### src/rtl/taus_sampler_if.sv
// Stream-side bundle of taus_sampler: three component words in, buffered
// uniform samples out with valid/ready, plus occupancy and warm-up status.
interface taus_sampler_if #(
    parameter int AW = 3
) ();
    logic        en;
    logic [31:0] taus0;
    logic [31:0] taus1;
    logic [31:0] taus2;
    logic [31:0] out_data;
    logic        out_valid;
    logic        out_ready;
    logic [AW:0] level;
    logic        warm_done;

    modport master (
        output en, taus0, taus1, taus2, out_ready,
        input  out_data, out_valid, level, warm_done
    );
    modport slave (
        input  en, taus0, taus1, taus2, out_ready,
        output out_data, out_valid, level, warm_done
    );
endinterface

### src/rtl/taus_sampler.sv
// Combines three Tausworthe component words, skips a warm-up period, decimates,
// and buffers samples in a show-ahead FIFO. Optional drop counter: TAUS_SAMPLER_STATS_EN.
module taus_sampler #(
    parameter int WARMUP = 16,
    parameter int DECIM  = 1,
    parameter int DEPTH  = 8,
    parameter int AW     = 3
) (
    input  logic          clk,
    input  logic          rst_n,
    taus_sampler_if.slave bus
`ifdef TAUS_SAMPLER_STATS_EN
    , output logic [15:0] drop_cnt
`endif
);
    localparam logic [0:0]  ST_WARM  = 1'b0;
    localparam logic [0:0]  ST_RUN   = 1'b1;
    localparam logic [AW:0] FULL_LVL = (AW+1)'(DEPTH);

    logic [0:0]    state;
    logic [15:0]   warm_cnt;
    logic [7:0]    dec_cnt;
    logic [31:0]   mem [DEPTH];
    logic [AW-1:0] wr_ptr;
    logic [AW-1:0] rd_ptr;
    logic [AW:0]   count;
    logic [31:0]   comb;
    logic          run;
    logic          cap;
    logic          pop;
    logic          push;

    assign comb = bus.taus0 ^ bus.taus1 ^ bus.taus2;
    // With no warm-up the first cycle out of reset already samples, so the
    // registered state is bypassed; warm_done still follows the state register.
    assign run  = (state == ST_RUN) || (WARMUP == 0);
    assign cap  = run && bus.en && (dec_cnt == 8'd0);
    assign pop  = (count != '0) && bus.out_ready;
    assign push = cap && ((count != FULL_LVL) || pop);

    always_ff @(posedge clk or negedge rst_n) begin
        if (!rst_n) begin
            state    <= ST_WARM;
            warm_cnt <= '0;
        end else if (state == ST_WARM) begin
            if (WARMUP == 0) begin
                state <= ST_RUN;
            end else if (bus.en) begin
                warm_cnt <= warm_cnt + 16'd1;
                if (warm_cnt == 16'(WARMUP - 1))
                    state <= ST_RUN;
            end
        end
    end

    // Advances on every enabled RUN cycle, whether or not the capture is stored.
    always_ff @(posedge clk or negedge rst_n) begin
        if (!rst_n)
            dec_cnt <= '0;
        else if (run && bus.en)
            dec_cnt <= (dec_cnt == 8'(DECIM - 1)) ? 8'd0 : dec_cnt + 8'd1;
    end

    always_ff @(posedge clk or negedge rst_n) begin
        if (!rst_n) begin
            for (int i = 0; i < DEPTH; i++)
                mem[i] <= '0;
            wr_ptr <= '0;
            rd_ptr <= '0;
            count  <= '0;
        end else begin
            if (push) begin
                mem[wr_ptr] <= comb;
                wr_ptr      <= wr_ptr + 1'b1;
            end
            if (pop)
                rd_ptr <= rd_ptr + 1'b1;
            case ({push, pop})
                2'b10:   count <= count + 1'b1;
                2'b01:   count <= count - 1'b1;
                default: count <= count;
            endcase
        end
    end

`ifdef TAUS_SAMPLER_STATS_EN
    always_ff @(posedge clk or negedge rst_n) begin
        if (!rst_n)
            drop_cnt <= '0;
        else if (cap && !push && (drop_cnt != 16'hFFFF))
            drop_cnt <= drop_cnt + 16'd1;
    end
`endif

    assign bus.out_data  = mem[rd_ptr];
    assign bus.out_valid = (count != '0);
    assign bus.level     = count;
    assign bus.warm_done = (state == ST_RUN);
endmodule

### src/flat_wrapper.sv
// flat-port wrapper written by rule: the top's interface ports become plain ports
module taus_sampler_flat 
#(
    parameter int WARMUP = 16,
    parameter int DECIM  = 1,
    parameter int DEPTH  = 8,
    parameter int AW     = 3
)
  (clk, rst_n, bus_en, bus_taus0, bus_taus1, bus_taus2, bus_out_ready, bus_out_data, bus_out_valid, bus_level, bus_warm_done);
  taus_sampler_if #(.AW(AW)) bus_i ();
  input  logic clk;
  input  logic rst_n;
  input wire logic [$bits(bus_i.en)-1:0] bus_en;
  input wire logic [$bits(bus_i.taus0)-1:0] bus_taus0;
  input wire logic [$bits(bus_i.taus1)-1:0] bus_taus1;
  input wire logic [$bits(bus_i.taus2)-1:0] bus_taus2;
  input wire logic [$bits(bus_i.out_ready)-1:0] bus_out_ready;
  output wire logic [$bits(bus_i.out_data)-1:0] bus_out_data;
  output wire logic [$bits(bus_i.out_valid)-1:0] bus_out_valid;
  output wire logic [$bits(bus_i.level)-1:0] bus_level;
  output wire logic [$bits(bus_i.warm_done)-1:0] bus_warm_done;
  assign bus_i.en = bus_en;
  assign bus_i.taus0 = bus_taus0;
  assign bus_i.taus1 = bus_taus1;
  assign bus_i.taus2 = bus_taus2;
  assign bus_i.out_ready = bus_out_ready;
  assign bus_out_data = bus_i.out_data;
  assign bus_out_valid = bus_i.out_valid;
  assign bus_level = bus_i.level;
  assign bus_warm_done = bus_i.warm_done;
  taus_sampler #(.WARMUP(WARMUP), .DECIM(DECIM), .DEPTH(DEPTH), .AW(AW)) u_core (.clk(clk), .rst_n(rst_n), .bus(bus_i));
endmodule
### config.mk
export PLATFORM = sky130hd
export DESIGN_NAME = taus_sampler_flat
export DESIGN_NICKNAME = d
export VERILOG_FILES = /design/src/rtl/taus_sampler_if.sv /design/src/rtl/taus_sampler.sv /design/src/flat_wrapper.sv
export SDC_FILE = /design/constraint.sdc
export NUM_CORES = 1
export LEC_CHECK = 0
export ABC_AREA = 1
export CAP_MARGIN = 20
export CORE_ASPECT_RATIO = 1.25
export CORE_MARGIN = 2
export CORE_UTILIZATION = 40
export CTS_CLUSTER_DIAMETER = 80
export DETAILED_ROUTE_END_ITERATION = 8
export PLACE_DENSITY = 0.62
export SKIP_CTS_REPAIR_TIMING = 1
export SLEW_MARGIN = 20
export SYNTH_ARGS = -nofsm -noshare
export SYNTH_HDL_FRONTEND = slang
export SYNTH_SLANG_ARGS = --single-unit
export TNS_END_PERCENT = 30
### constraint.sdc
create_clock -name clk -period 3 [get_ports clk]
set_clock_uncertainty 0.2 [all_clocks]
set_input_delay 0.75 -clock clk [delete_from_list [all_inputs] [get_ports clk]]
set_output_delay 0.75 -clock clk [all_outputs]
set_load 0.02 [all_outputs]
== After elaboration in Yosys (flattened, before gate mapping) ==
Cells that the tools add are included.

* Register bits after elaboration: 291
* Latch bits: 0
* RAM bits: 0
* ROM bits: 0
* Logic and storage cells: 53
* Memories kept: 0

* Add/subtract/negate cells: 6
* $mul: 0
* Div/mod/pow operators: 0
* Order comparisons: 3
* Equal/unequal tests: 4
* Shifts and indexed selects: 0
* Multiplexer cells: 11
* Bitwise operators: 5
* Reductions and logical operators: 10

{| class="wikitable"
|+ Operators by type and width
! cell !! count
|-
| 256-bit bitwise mux || 1
|-
| 32-bit binary-select mux with 3-bit select || 1
|-
| 32-bit demux with 3-bit select || 1
|-
| 32-bit two-way mux || 3
|-
| 32-bit XOR || 2
|-
| 16-bit by 1-bit adder with 16-bit output (second input constant) || 1
|-
| 16-bit by 4-bit == test with 1-bit output (second input constant) || 1
|-
| 8-bit by 1-bit adder with 8-bit output (second input constant) || 1
|-
| 4-bit >= comparator (second input constant) || 2
|-
| 8-bit logical NOT || 1
|-
| 8-bit two-way mux || 1
|-
| 3-bit inverter with 4-bit output || 2
|-
| 4-bit case mux with 2 select lines || 1
|-
| 3-bit by 1-bit adder with 3-bit output (second input constant) || 2
|-
| 1-bit logical AND || 5
|-
| 4-bit by 1-bit adder with 4-bit output (second input constant) || 1
|-
| 4-bit by 1-bit less-than comparator with 1-bit output (second input constant) || 1
|-
| 4-bit inequality test (second input constant) || 1
|-
| 4-bit nonzero test || 1
|-
| 4-bit by 1-bit subtractor with 4-bit output (second input constant) || 1
|-
| 1-bit two-way mux || 3
|-
| 2-bit by 1-bit == test with 1-bit output (second input constant) || 1
|-
| 2-bit == test (second input constant) || 1
|-
| 2-bit AND reduction || 1
|-
| 3 further kinds || 3
|}

== Longest topological paths before layout ==
* Depth after elaboration: 6
* Depth in mapped cells: 14
* Depth with buffers taken out: 14

== Worst setup path before layout ==
No wires, ideal clock.

* Path kind: input-to-reg
* Start point: in bus_out_ready
* End point: reg u_core.count[2], in the netlist u_core.bus.level[2]
* Setup time: 0.082 ns
* Arrival: 2.137 ns
* Data required time: 2.718 ns
* Path slack: 0.581 ns
* Stages: 11
* Buffers on the path: 0
* Cells stage by stage: nor2_1 -> nand2_1 -> nand2_1 -> ha_1 -> nand2_1 -> inv_1 -> nor2_1 -> ha_1 -> a21oi_1 -> or2_2 -> a31oi_1

* Longest elaborated chain between the ends: 5
* Elaborated cells on any way between the ends: 7
* Classes of those cells: eq/ne: 2; mux: 1; reduce/logical: 4

{| class="wikitable"
|+ RTL lines
! element !! line !! text
|-
| start: declaration || flat_wrapper.sv:17 || <nowiki>input wire logic [$bits(bus_i.out_ready)-1:0] bus_out_ready;</nowiki>
|-
| 1-bit logical AND (*) || taus_sampler.sv:38 || <nowiki>assign pop = (count != '0) && bus.out_ready;</nowiki>
|-
| 1-bit logical OR || taus_sampler.sv:39 || <nowiki>assign push = cap && ((count != FULL_LVL) || pop);</nowiki>
|-
| 1-bit logical AND || taus_sampler.sv:39 ||
|-
| 2-bit by 1-bit == test with 1-bit output / 2-bit == test (equally long branches) || taus_sampler.sv:78 || <nowiki>case ({push, pop})</nowiki>
|-
| 4-bit case mux with 2 select lines / 2-bit nonzero test (equally long branches) || -- ||
|-
| end signal: assignment || taus_sampler.sv:79 || <nowiki>2'b10: count <= count + 1'b1;</nowiki>
|-
| end signal: assignment || taus_sampler.sv:80 || <nowiki>2'b01: count <= count - 1'b1;</nowiki>
|-
| end signal: assignment || taus_sampler.sv:81 || <nowiki>default: count <= count;</nowiki>
|-
| end: declaration || taus_sampler.sv:26 || <nowiki>logic [AW:0] count;</nowiki>
|}

Every way passes the cells marked *; elsewhere a longest branch is shown, timed or not.
A chain may end at the register's enable or synchronous reset.

== Worst setup path after layout ==
* Start point: reg u_core.rd_ptr[0]
* End point: out bus_out_data[14]

* Longest elaborated chain between the ends: 4

{| class="wikitable"
|+ RTL lines
! element !! line !! text
|-
| start: declaration || taus_sampler.sv:25 || <nowiki>logic [AW-1:0] rd_ptr;</nowiki>
|-
| start signal: assignment || taus_sampler.sv:77 || <nowiki>rd_ptr <= rd_ptr + 1'b1;</nowiki>
|-
| 3-bit inverter with 4-bit output (not written as such) || taus_sampler.sv:95 || <nowiki>assign bus.out_data = mem[rd_ptr];</nowiki>
|-
| 32-bit binary-select mux with 3-bit select || taus_sampler.sv:95 ||
|-
| 32-bit two-way mux (not written as such) (2 in series) || taus_sampler.sv:95 ||
|-
| end: declaration || flat_wrapper.sv:18 || <nowiki>output wire logic [$bits(bus_i.out_data)-1:0] bus_out_data;</nowiki>
|}

Every way passes these cells. The select of a mux whose other input is x is not followed.

==> impl_metrics.py <==
metrics = {
    "sta": {
        "tns_ns": -0.144,
        "setup_slack_ns": -0.0372,
        "slew_violations": 0,
        "max_clock_freq_mhz": 329,
        "slew-limit-headroom_pct": 38.9,
        "fin_crit_sh_pct": 101,
        "setup-violations-final": 8,
        "rsz0062_at_grt": "true",
        "hold_ws_ns": -0.0231,
        "tightest_slew_ns": 0.910,
        "min_period_ns": 3.04,
        "hold_violations": 10,
    },
    "global_routing": {
        "grtUsageTotal_pct": 23.6,
        "gr-total-overflow": 0,
        "grt_max_degree": 63,
        "antenna_found_initial": 0,
        "grt_pass1_wl_um": 72900,
        "grt_pass1_vias": 13700,
    },
    "synthesis": {
        "synth-seq-cells": 291,
        "synth_flop_cell": "dfrtp_1",
        "yosysSeqAreaShare_pct": 49.1,
        "synth_nets": 2050,
        "ys_warn_count": 0,
        "synth-edff-count": 0,
        "syn_area_per_cell_um2": 7.64,
        "netlist_instances": 1942,
        "synthArstFlopShare_pct": 100,
        "synth_cell_types": 27,
        "synth_area_um2": 14800,
    },
    "setup_path": {
        "path_max_fanout": 14,
        "worstSetupPathType": "reg2out",
        "crit_start": "u_core.rd_ptr[0]",
        "arrival_ns": 2.09,
        "timing.rr.start": "u_core.dec_cnt[0]",
        "required_ns": 2.05,
        "start_kind": "flop",
        "cp-end-kind": "primary output",
    },
    "floorplanning": {
        "fp.dieArea_um2": 38600,
        "coreArea_um2": 36400,
        "die_x_um": 176,
        "io_pins": 138,
        "row_count": 78,
        "die_y_um": 219,
        "initial_core_util_pct": 40.7,
    },
    "power": {
        "power.density_nw_per_um2": 770,
        "p_leak_nw": 9.41,
        "ir_drop_uv": 444,
    },
    "layout": {
        "fill_cells": 3462,
        "area_delta_synth_final_pct": 23.9,
        "register_area_um2": 7290,
        "final_util_pct": 50.5,
        "final_cells": 2584,
        "drive_above_1_share_pct": 10.0,
        "layout_commonest_cell": "nand2_1",
        "finalNetCount": 2187,
        "multiInputGateArea_um2": 6850,
        "final_cell_mix": "nand2_1 (667), dfrtp_1 (289), nand3_1 (270)",
        "antenna_cells": 0,
    },
    "flow_run": {
        "max-cap-violations": 0,
    },
    "clock_network": {
        "cts_root_buf": "clkbuf_16",
        "numCtsBuffers": 34,
        "clock_path_buffers": 3,
        "clk_latency_ns": 0.52,
        "cts_tree": "done",
        "cts_sinks": 291,
        "path_clk_slew_ns": 0.06,
        "cts_htree_levels": 2,
    },
    "status": {
        "outcome": "complete, but fails checks",
        "failed_checks": "hold timing, setup timing",
    },
    "route": {
        "drtPass1Iterations": 8,
        "wl_per_cell_um": 17.7,
        "avgViaCountPerCell": 5.36,
        "wl_um": 45600,
        "vias": 13900,
        "drc": 0,
        "drt_iter0_drc": 1551,
        "route.antenna.remaining_nets": 0,
    },
    "place": {
        "io_buffers": 137,
        "hpwlAfterDp_um": 26900,
        "gp_congestion": 0.848,
        "dp_slack_ns": -0.0859,
        "dp_cells": 2518,
    },
    "hold_path": {
        "hold_class": "in2async",
    },
}
metrics by stage:
step                      power (mW)  cell area [µm²]
after floorplan                 7.38            14800
after global placement          9.88            17200
after detailed placement        9.89            17200
after CTS                       14.2            18400
after global routing            14.9            18400
final                           14.1            18400
power breakdown:
group | switching (mW) | leakage (nW) | internal [mW]
registers | 0.183 | 3.99 | 4.08
clock network | 1.69 | 0.566 | 2.56
logic | 3.57 | 4.86 | 2.07
total | 5.45 | 9.41 | 8.70
path summary, 6_finish.rpt:
check	cells after the start	slack, ns	endpoint
min in group clk	2	0.27	u_core.mem[181]
max in group asynchronous	2	1.84	u_core.rd_ptr[1]
min reg2reg	2	0.27	u_core.mem[181]
min	1	-0.02	u_core.mem[79]
max	9	-0.04	bus_out_data[14]
max reg2reg	13	0.45	u_core.bus.level[2]
per-layer routing:
metal,wire length [µm],up-vias,global-route usage [%]
met5,0,-,0
met4,1500,0,9.23
met3,2610,101,3.31
met2,22200,472,40.2
met1,19300,6762,30.3
li1,-,6516,-
cells by family after synthesis:
family / synth area share [%]
DFF: 49.1
and+or+nand+nor: 33.0
adders and majority gates: 0.675
xor gates and xnor gates: 5.08
AOI/OAI and AO/OA: 6.79
buffers and inverters: 5.33
state kept, by name (all words and copies together) (netlist names):
signal,flops
u_core.warm_cnt,16
u_core.dec_cnt,8
u_core.bus.warm_done,1
u_core.rd_ptr,3
u_core.mem,256
u_core.bus.level,4
u_core.wr_ptr,3
Yosys cell counts (2+ instances only):
master    instances  share of area [%]
nand2_1         672                 17
dfrtp_1         291                 49
nand3_1         270                9.1
nor2_1          223                5.6
o21ai_0         197                6.6
clkbuf_1         84                2.1
xnor2_1          69                4.1
inv_1            33               0.84
buf_6            20                1.5
xor2_1           17                1.0
nand4_1          15               0.63
buf_2            14               0.47
ha_1              8               0.67
buf_1             7               0.18
nor3_1            6               0.20
a21oi_1           3               0.10
clkinv_1          2              0.051
inv_2             2              0.051
area by class of cell:
class / count / area share, %
tap: 480 / 3.27
sequential: 291 / 39.7
multi-input combinational: 1488 / 37.3
timing repair buffer: 227 / 12.8
inverter: 37 / 0.797
clock inverter: 14 / 0.879
clock buffer: 47 / 5.34
worst max-delay path: stages, from the launching register on:
cell and delay (ns):
dfrtp_4 0.52, buf_4 0.17, clkbuf_16 0.17, nor2_1 0.11
nor2_1 0.04, o21ai_0 0.07, o21ai_0 0.10, nand2_1 0.06
nand2_1 0.13, buf_2 0.19
Power figures use the tool's default switching activity.
